File: config.mk
export PLATFORM = sky130hd
export DESIGN_NAME = assoc_table
export DESIGN_NICKNAME = d
export VERILOG_FILES = /design/src/rtl/assoc_table.sv
export SDC_FILE = /design/constraint.sdc
export NUM_CORES = 1
export LEC_CHECK = 0
export ABC_CLOCK_PERIOD_IN_PS = 5200
export CAP_MARGIN = 20
export CORE_ASPECT_RATIO = 1.5
export CORE_UTILIZATION = 35
export CTS_CLUSTER_DIAMETER = 50
export CTS_CLUSTER_SIZE = 10
export DETAILED_ROUTE_END_ITERATION = 6
export SYNTH_ARGS = -nofsm -noshare
export SYNTH_HDL_FRONTEND = slang
export SYNTH_SLANG_ARGS = --single-unit
File: constraint.sdc
create_clock -name clk -period 5.2 [get_ports clk]
set_input_delay 0.52 -clock clk [delete_from_list [all_inputs] [get_ports clk]]
set_output_delay 0.52 -clock clk [all_outputs]
set_load 0.01 [all_outputs]
File: src/rtl/assoc_table.sv
// rtl/assoc_table.sv - associative key/data table with request/response port and timed dump readout
// Optional feature macro: ASSOC_TABLE_LRU_REPLACE_EN (LRU eviction on a full-table allocating miss)
module assoc_table #(
   parameter int DATA_WIDTH = 8,
   parameter int KEY_WIDTH  = 4,
   parameter int DEPTH      = 4,
   parameter int DUMP_TICKS = 50000000,
   localparam int CW = $clog2(DEPTH+1)
) (
   input  logic                  clk,
   input  logic                  async_reset,
   input  logic                  req_valid,
   output logic                  req_ready,
   input  logic [1:0]            op,
   input  logic [KEY_WIDTH-1:0]  key,
   input  logic [DATA_WIDTH-1:0] data_in,
   output logic                  rsp_valid,
   output logic                  rsp_hit,
   output logic                  rsp_drop,
   output logic [DATA_WIDTH-1:0] rsp_data,
   output logic [CW-1:0]         count,
   output logic                  full,
   input  logic                  dump_start,
   output logic                  dump_busy,
   output logic                  dump_valid,
   output logic [KEY_WIDTH-1:0]  dump_key,
   output logic [DATA_WIDTH-1:0] dump_data
);
   localparam int IW = $clog2(DEPTH);
   localparam int TW = $clog2(DUMP_TICKS+1);
   localparam logic [1:0] OP_NONE = 2'd0, OP_LOAD = 2'd1, OP_INCR = 2'd2, OP_CLR = 2'd3;

   typedef enum logic {IDLE, DUMP} state_t;
   state_t state;

   logic [DEPTH-1:0]      ent_valid;
   logic [KEY_WIDTH-1:0]  ent_tag  [DEPTH];
   logic [DATA_WIDTH-1:0] ent_data [DEPTH];

   logic          acc, hit, free_any, miss_wr, alloc, drop;
   logic [IW-1:0] hit_idx, free_idx, wr_idx, dump_ptr, nxt_ptr;
   logic [CW-1:0] count_nxt;
   logic [TW-1:0] dump_tick;

   assign req_ready = (state == IDLE) && !dump_start;
   assign acc       = req_valid && req_ready;
   assign miss_wr   = acc && !hit && (op == OP_LOAD || op == OP_INCR);

   // Descending scan so the lowest matching / lowest free index wins.
   always_comb begin
      hit      = 1'b0;
      hit_idx  = '0;
      free_any = 1'b0;
      free_idx = '0;
      for (int i = DEPTH-1; i >= 0; i--) begin
         if (ent_valid[i] && ent_tag[i] == key) begin
            hit     = 1'b1;
            hit_idx = IW'(i);
         end
         if (!ent_valid[i]) begin
            free_any = 1'b1;
            free_idx = IW'(i);
         end
      end
   end

`ifdef ASSOC_TABLE_LRU_REPLACE_EN
   // Ranks stay dense (0..count-1), so on a full table the victim is the one ranked DEPTH-1.
   logic [IW-1:0] ent_age [DEPTH];
   logic [IW-1:0] victim_idx;

   always_comb begin
      victim_idx = '0;
      for (int i = 0; i < DEPTH; i++) begin
         if (ent_valid[i] && ent_age[i] == IW'(DEPTH-1)) victim_idx = IW'(i);
      end
   end
`endif

   always_comb begin
      alloc  = 1'b0;
      drop   = 1'b0;
      wr_idx = hit_idx;
      if (miss_wr) begin
         if (free_any) begin
            alloc  = 1'b1;
            wr_idx = free_idx;
         end else begin
`ifdef ASSOC_TABLE_LRU_REPLACE_EN
            alloc  = 1'b1;
            wr_idx = victim_idx;
`else
            drop   = 1'b1;
`endif
         end
      end
   end

   always_comb begin
      count_nxt = count;
      if (acc && hit && op == OP_CLR)   count_nxt = count - CW'(1);
      else if (miss_wr && free_any)     count_nxt = count + CW'(1);
   end

   always_ff @(posedge clk or posedge async_reset) begin
      if (async_reset) begin
         ent_valid <= '0;
         for (int i = 0; i < DEPTH; i++) begin
            ent_tag[i]  <= '0;
            ent_data[i] <= '0;
         end
         count     <= '0;
         full      <= 1'b0;
         rsp_valid <= 1'b0;
         rsp_hit   <= 1'b0;
         rsp_drop  <= 1'b0;
         rsp_data  <= '0;
      end else begin
         rsp_valid <= acc;
         rsp_hit   <= acc && hit;
         rsp_drop  <= drop;
         rsp_data  <= (acc && hit) ? ent_data[hit_idx] : '0;
         if (acc && hit) begin
            case (op)
               OP_NONE: ;
               OP_LOAD: ent_data[hit_idx] <= data_in;
               OP_INCR: ent_data[hit_idx] <= ent_data[hit_idx] + DATA_WIDTH'(1);
               OP_CLR: begin
                  ent_valid[hit_idx] <= 1'b0;
                  ent_tag[hit_idx]   <= '0;
                  ent_data[hit_idx]  <= '0;
               end
            endcase
         end else if (alloc) begin
            ent_valid[wr_idx] <= 1'b1;
            ent_tag[wr_idx]   <= key;
            ent_data[wr_idx]  <= data_in;
         end
         count <= count_nxt;
         full  <= (count_nxt == CW'(DEPTH));
      end
   end

`ifdef ASSOC_TABLE_LRU_REPLACE_EN
   always_ff @(posedge clk or posedge async_reset) begin
      if (async_reset) begin
         for (int i = 0; i < DEPTH; i++) ent_age[i] <= '0;
      end else if (acc && hit && op == OP_CLR) begin
         for (int i = 0; i < DEPTH; i++) begin
            if (IW'(i) == hit_idx)
               ent_age[i] <= '0;
            else if (ent_valid[i] && ent_age[i] > ent_age[hit_idx])
               ent_age[i] <= ent_age[i] - IW'(1);
         end
      end else if (acc && (hit || alloc)) begin
         // A fresh slot ages every live entry; a hit or eviction ages only the younger ones.
         for (int i = 0; i < DEPTH; i++) begin
            if (IW'(i) == wr_idx)
               ent_age[i] <= '0;
            else if (ent_valid[i] && ((alloc && free_any) || ent_age[i] < ent_age[wr_idx]))
               ent_age[i] <= ent_age[i] + IW'(1);
         end
      end
   end
`endif

   assign nxt_ptr = (state == IDLE) ? '0 : dump_ptr + IW'(1);

   always_ff @(posedge clk or posedge async_reset) begin
      if (async_reset) begin
         state      <= IDLE;
         dump_ptr   <= '0;
         dump_tick  <= '0;
         dump_busy  <= 1'b0;
         dump_valid <= 1'b0;
         dump_key   <= '0;
         dump_data  <= '0;
      end else begin
         case (state)
            IDLE: begin
               if (dump_start) begin
                  state      <= DUMP;
                  dump_busy  <= 1'b1;
                  dump_ptr   <= nxt_ptr;
                  dump_tick  <= TW'(1);
                  dump_valid <= ent_valid[nxt_ptr];
                  dump_key   <= ent_valid[nxt_ptr] ? ent_tag[nxt_ptr]  : '0;
                  dump_data  <= ent_valid[nxt_ptr] ? ent_data[nxt_ptr] : '0;
               end
            end
            DUMP: begin
               if (dump_valid && dump_tick != TW'(DUMP_TICKS)) begin
                  dump_tick <= dump_tick + TW'(1);
               end else if (dump_ptr == IW'(DEPTH-1)) begin
                  state      <= IDLE;
                  dump_busy  <= 1'b0;
                  dump_tick  <= '0;
                  dump_valid <= 1'b0;
                  dump_key   <= '0;
                  dump_data  <= '0;
               end else begin
                  dump_ptr   <= nxt_ptr;
                  dump_tick  <= TW'(1);
                  dump_valid <= ent_valid[nxt_ptr];
                  dump_key   <= ent_valid[nxt_ptr] ? ent_tag[nxt_ptr]  : '0;
                  dump_data  <= ent_valid[nxt_ptr] ? ent_data[nxt_ptr] : '0;
               end
            end
         endcase
      end
   end
endmodule

==> results summary <==
The area share of the largest cell type after synthesis is 0.408. For the worst flop-to-flop path, the logic depth is 10. The CTS buffer count came out at 9. The run finished with clean final reports. The combined buffer and inverter count along the critical path came out at 1. The total power per unit cell area is 396 nW/um^2.

The fill cell instance count of the final layout came out at 1910. The largest net degree at the start of global routing came out at 66. The cell with the largest stage delay on the worst path is sky130_fd_sc_hd__clkdlybuf4s50_1. The longest individual stage delay on the worst path came out at 600 ps.

The length of routed met3 wiring is 1050 um. Dividing the final minimum period by the clock period gives 0.774. The async set-or-reset flop fraction in the synthesized netlist is 1.00. From bottom edge to top edge, the die measures 172 um.

Counting buffers and inverters, the worst setup path is 11 cells deep. The worst path in the final design needs a cycle of 4020 ps, including I/O delays and setup. The floorplan step defined a core boundary enclosing 18700 um^2. In this run the mean area of a mapped cell was 8.44 um^2. The hold violation total from the final report came to 0.

The worst setup margin is 1180 ps. After global routing the overflow that remains totals 0. The clock latency at the later pin of the worst-skew pair is 360 ps. Walking the worst path, the cells encountered are clkdlybuf4s50_1, xor2_1, nor3_1, nand3_1, a31oi_4, o2bb2ai_1, nor4_4, nand3_1, xor2_1, a222oi_1, o31ai_1.

The synthesis-stage register bit count came out at 110. The residual DRC count is 0. The number of antenna violations at the first check in global routing came to 0.

The worst slew slack as a fraction of its limit is 0.425. The global-route wire length before repair is 34800 um. The global-route usage over all layers came out at 0.232. The detailed-route wire length per cell came out at 19.7 um. The total of cells resized after clock tree synthesis is 0. The share of the yosys chip area belonging to registers is 0.408. The startpoint type of the worst setup path is a primary input.

The cell type contributing the most total cell area after synthesis is sky130_fd_sc_hd__dfrtp_1. The pre-CTS setup slack is 859 ps. The routability congestion estimate from global placement is 0.931. In this run the static leakage power is 3.30 nW. Summed over all layers, the routed wires come to 21500 um. The count of antenna-violating nets left after detailed routing is 0.

Setup repair after global routing left no endpoint under its margin. The number of I/O pins is 48. The area of the die is 19900 um^2. The top metal layer carrying routed signals is met4. Timing would allow up to 249 MHz.

STA classifies the critical path endpoint as a flop. The count of hold-fix buffers inserted at cts came out at 0. The length of routed met2 wiring is 10800 um. The gate count of the mapped netlist came out at 800. Once layout is complete, the cells apart from fillers number 1088. The clock network fraction of design power came out at 0.236. At the pin with the least slew margin, the transition time is 863 ps. The detailed-router iteration count before antenna repair is 5.

Tracing the worst setup path back leads to its startpoint at key[2]. The switching power came out at 1.27 mW. Setup violations remaining at the end of the flow were counted as 0. The flip-flop cell with the highest count after synthesis is sky130_fd_sc_hd__dfrtp_1. The number of nets produced by synthesis came out at 825. The H-tree depth came out at 3.

In this run the worst setup path terminates at ent_data[5]. The clock slew seen by the registers of the worst setup and hold paths came out at 80 ps. The routed length on met1 is 8580 um.

The number of placed cells counting well taps is 1073. The dominant delay contributor by cell family on the critical path is simple AND/OR/NAND/NOR gates. The net switching share of the total power is 0.409.

The number of buffers inserted by post-CTS setup repair came out at 0. The count of final max-slew check failures was 0. In this run the cell area of the synthesized design comes to 6750 um^2. CTS placed an instance of sky130_fd_sc_hd__clkbuf_16 at the clock tree root.

The via density per instance came out at 5.86. After synthesis, the cell types taking the most area are sky130_fd_sc_hd__dfrtp_1 41%, sky130_fd_sc_hd__o21ai_0 6.4%, sky130_fd_sc_hd__nor2_1 4.8%. Compared with the post-synthesis result, the final layout area differs by 15.9%.

TritonCTS built the clock tree. The total of buffers placed on input and output ports is 47. The start-to-end type of the worst setup path is primary input to flop.

The number of enable-type register cells in the synthesized netlist is 0. The maximum fanout along the worst path came out at 9. The required time at the endpoint of the critical path came out at 5420 ps.

The worst register-to-register path begins at ent_tag[0]. During synthesis, Yosys emitted a total of 0 warnings. The fraction of layout instances using a drive strength above 1 is 0.0897.

The total number of clock tree sinks came out at 110. The part of the total power dissipated in sequential elements is 0.352. The number of antenna repair diodes came out at 0. The number of max-cap violations came out at 0.

The clock arrives with 15.8 ps of skew. The distinct cell type count of the synthesized netlist is 67. The setup check on the worst reg-to-reg path leaves a slack of 1620 ps. The min-delay analysis places its worst path in the category flop to flop. The internal power consumption came out at 1.83 mW. Data on the critical path arrives at its endpoint at 4240 ps.

The cell row count came out at 61. The number of violations reported at the end of detailed-routing iteration 0 is 531. The via count came out at 6381. The endpoint identified for the worst register-to-register timing path is ent_data[5]. The via count of the first global-routing pass is 6291.

From left edge to right edge, the die measures 115 um. The deepest clock path buffer count came out at 2. The worst IR drop on VDD is 171 uV. The post-layout net count came out at 857. The combinational group share of total power is 0.412. Across all hold checks on the routed design, the worst slack comes to 491 ps. Detailed placement ended at an HPWL of 15300 um. The initial standard-cell utilization of the core is 0.361. The setup TNS came out at 0 ps.
## layer usage
metal / global-route usage / vias up
met4: 0.138 / 0
met1: 0.276 / 3090
met5: 0 / -
met3: 0.0322 / 80
li1: - / 2980
met2: 0.393 / 231
## sequential cells by signal (all words and copies together) (netlist names), 2 cells and up
name / cells
count: 3
ent_valid: 4
ent_data: 32
dump_ptr: 2
rsp_data: 8
dump_key: 4
dump_tick: 26
dump_data: 8
ent_tag: 16
## kinds of logic after synthesis
logic type	share of synthesized area
AND/OR/NAND/NOR	0.232
flip-flops	0.408
multiplexers	0.0322
AO/OA/AOI/OAI	0.232
adder cells (fa/ha/maj)	0.0130
XOR/XNOR	0.0385
buffers and inverters	0.0446
## power groups by stage
| stage | clock network [mW] | registers (mW) | logic, mW |
|---|---|---|---|
| 5_1_grt | 0.775 | 1.11 | 1.40 |
| 6_report | 0.731 | 1.09 | 1.28 |
| 4_1_cts | 0.747 | 1.09 | 1.27 |
| 2_1_floorplan | 0 | 1.07 | 0.841 |
| 3_5_place_dp | 0 | 1.11 | 1.26 |
| 3_3_place_gp | 0 | 1.11 | 1.25 |
## worst register-to-register path, cell delays in order, from the launching register on
cell                        delay (ps)
sky130_fd_sc_hd__dfrtp_1           410
sky130_fd_sc_hd__nor2b_1           140
sky130_fd_sc_hd__a221o_1           280
sky130_fd_sc_hd__or4_1             590
sky130_fd_sc_hd__a31oi_4           400
sky130_fd_sc_hd__o2bb2ai_1         280
sky130_fd_sc_hd__nor4_4            520
sky130_fd_sc_hd__nand3_1           150
sky130_fd_sc_hd__xor2_1            200
sky130_fd_sc_hd__a222oi_1          350
sky130_fd_sc_hd__o31ai_1           110
## area by class of cell
type | count | area (um^2) | share of cell area
inverter | 21 | 81.3 | 0.0104
sequential | 110 | 2750 | 0.352
clock inverter | 5 | 65.1 | 0.00831
timing repair buffer | 73 | 666 | 0.0851
multi-input combinational | 617 | 3710 | 0.474
tap | 252 | 315 | 0.0403
clock buffer | 10 | 239 | 0.0305
## synthesized netlist by cell type, types with 10 or more instances
cell / count
sky130_fd_sc_hd__nor2_1: 86
sky130_fd_sc_hd__a31oi_1: 12
sky130_fd_sc_hd__nor4_1: 13
sky130_fd_sc_hd__mux2_2: 14
sky130_fd_sc_hd__and3_1: 20
sky130_fd_sc_hd__a21oi_1: 57
sky130_fd_sc_hd__buf_2: 10
sky130_fd_sc_hd__nand3b_1: 14
sky130_fd_sc_hd__o22ai_1: 15
sky130_fd_sc_hd__nand2_1: 85
sky130_fd_sc_hd__o21ai_0: 86
sky130_fd_sc_hd__xor2_1: 13
sky130_fd_sc_hd__xnor2_1: 13
sky130_fd_sc_hd__nand3_1: 28
sky130_fd_sc_hd__a22o_1: 18
sky130_fd_sc_hd__nor3_1: 20
sky130_fd_sc_hd__dfrtp_1: 110
sky130_fd_sc_hd__inv_1: 20
sky130_fd_sc_hd__clkbuf_1: 38
## placed cells by master, fill, tap and decap left out, types with 4 or more instances in the layout
master	instances
sky130_fd_sc_hd__buf_4	26
sky130_fd_sc_hd__a21o_1	4
sky130_fd_sc_hd__or2_2	4
sky130_fd_sc_hd__ha_1	7
sky130_fd_sc_hd__and2_1	8
sky130_fd_sc_hd__xor2_1	13
sky130_fd_sc_hd__nand2_1	85
sky130_fd_sc_hd__clkdlybuf4s50_1	47
sky130_fd_sc_hd__and3_1	20
sky130_fd_sc_hd__o21ai_0	86
sky130_fd_sc_hd__nand4_1	8
sky130_fd_sc_hd__nand3_1	28
sky130_fd_sc_hd__dfrtp_1	110
sky130_fd_sc_hd__nor3_1	20
sky130_fd_sc_hd__o31ai_1	6
sky130_fd_sc_hd__o22ai_1	15
sky130_fd_sc_hd__nor2_1	86
sky130_fd_sc_hd__nor4_1	13
sky130_fd_sc_hd__nand3b_1	14
sky130_fd_sc_hd__a31oi_1	12
sky130_fd_sc_hd__a21oi_1	57
sky130_fd_sc_hd__a22oi_1	4
sky130_fd_sc_hd__or3_1	4
sky130_fd_sc_hd__a22o_1	18
sky130_fd_sc_hd__nor2b_1	5
sky130_fd_sc_hd__mux2i_1	6
sky130_fd_sc_hd__inv_1	19
sky130_fd_sc_hd__a32oi_1	6
sky130_fd_sc_hd__clkbuf_16	9
sky130_fd_sc_hd__xnor2_1	13
sky130_fd_sc_hd__mux2_2	14
## worst min-delay path by stage
stage / from / to / depth (start not counted)
after global routing: dump_tick[25] / dump_tick[25] / 1
after detailed placement: dump_ptr[1] / dump_ptr[1] / 2
after floorplan: dump_tick[25] / dump_tick[25] / 1
after CTS: dump_tick[25] / dump_tick[25] / 1
after global placement: dump_ptr[1] / dump_ptr[1] / 2
final: dump_tick[25] / dump_tick[25] / 1
## metrics by stage
step	total power [mW]	util	cell area, um^2
after floorplan	1.91	-	6750
after global placement	2.36	0.402	7520
after detailed placement	2.37	0.402	7520
after CTS	3.11	0.419	7830
after global routing	3.29	0.419	7830
final	3.10	0.419	7830
No activity file was read; power rests on OpenSTA's default activity.
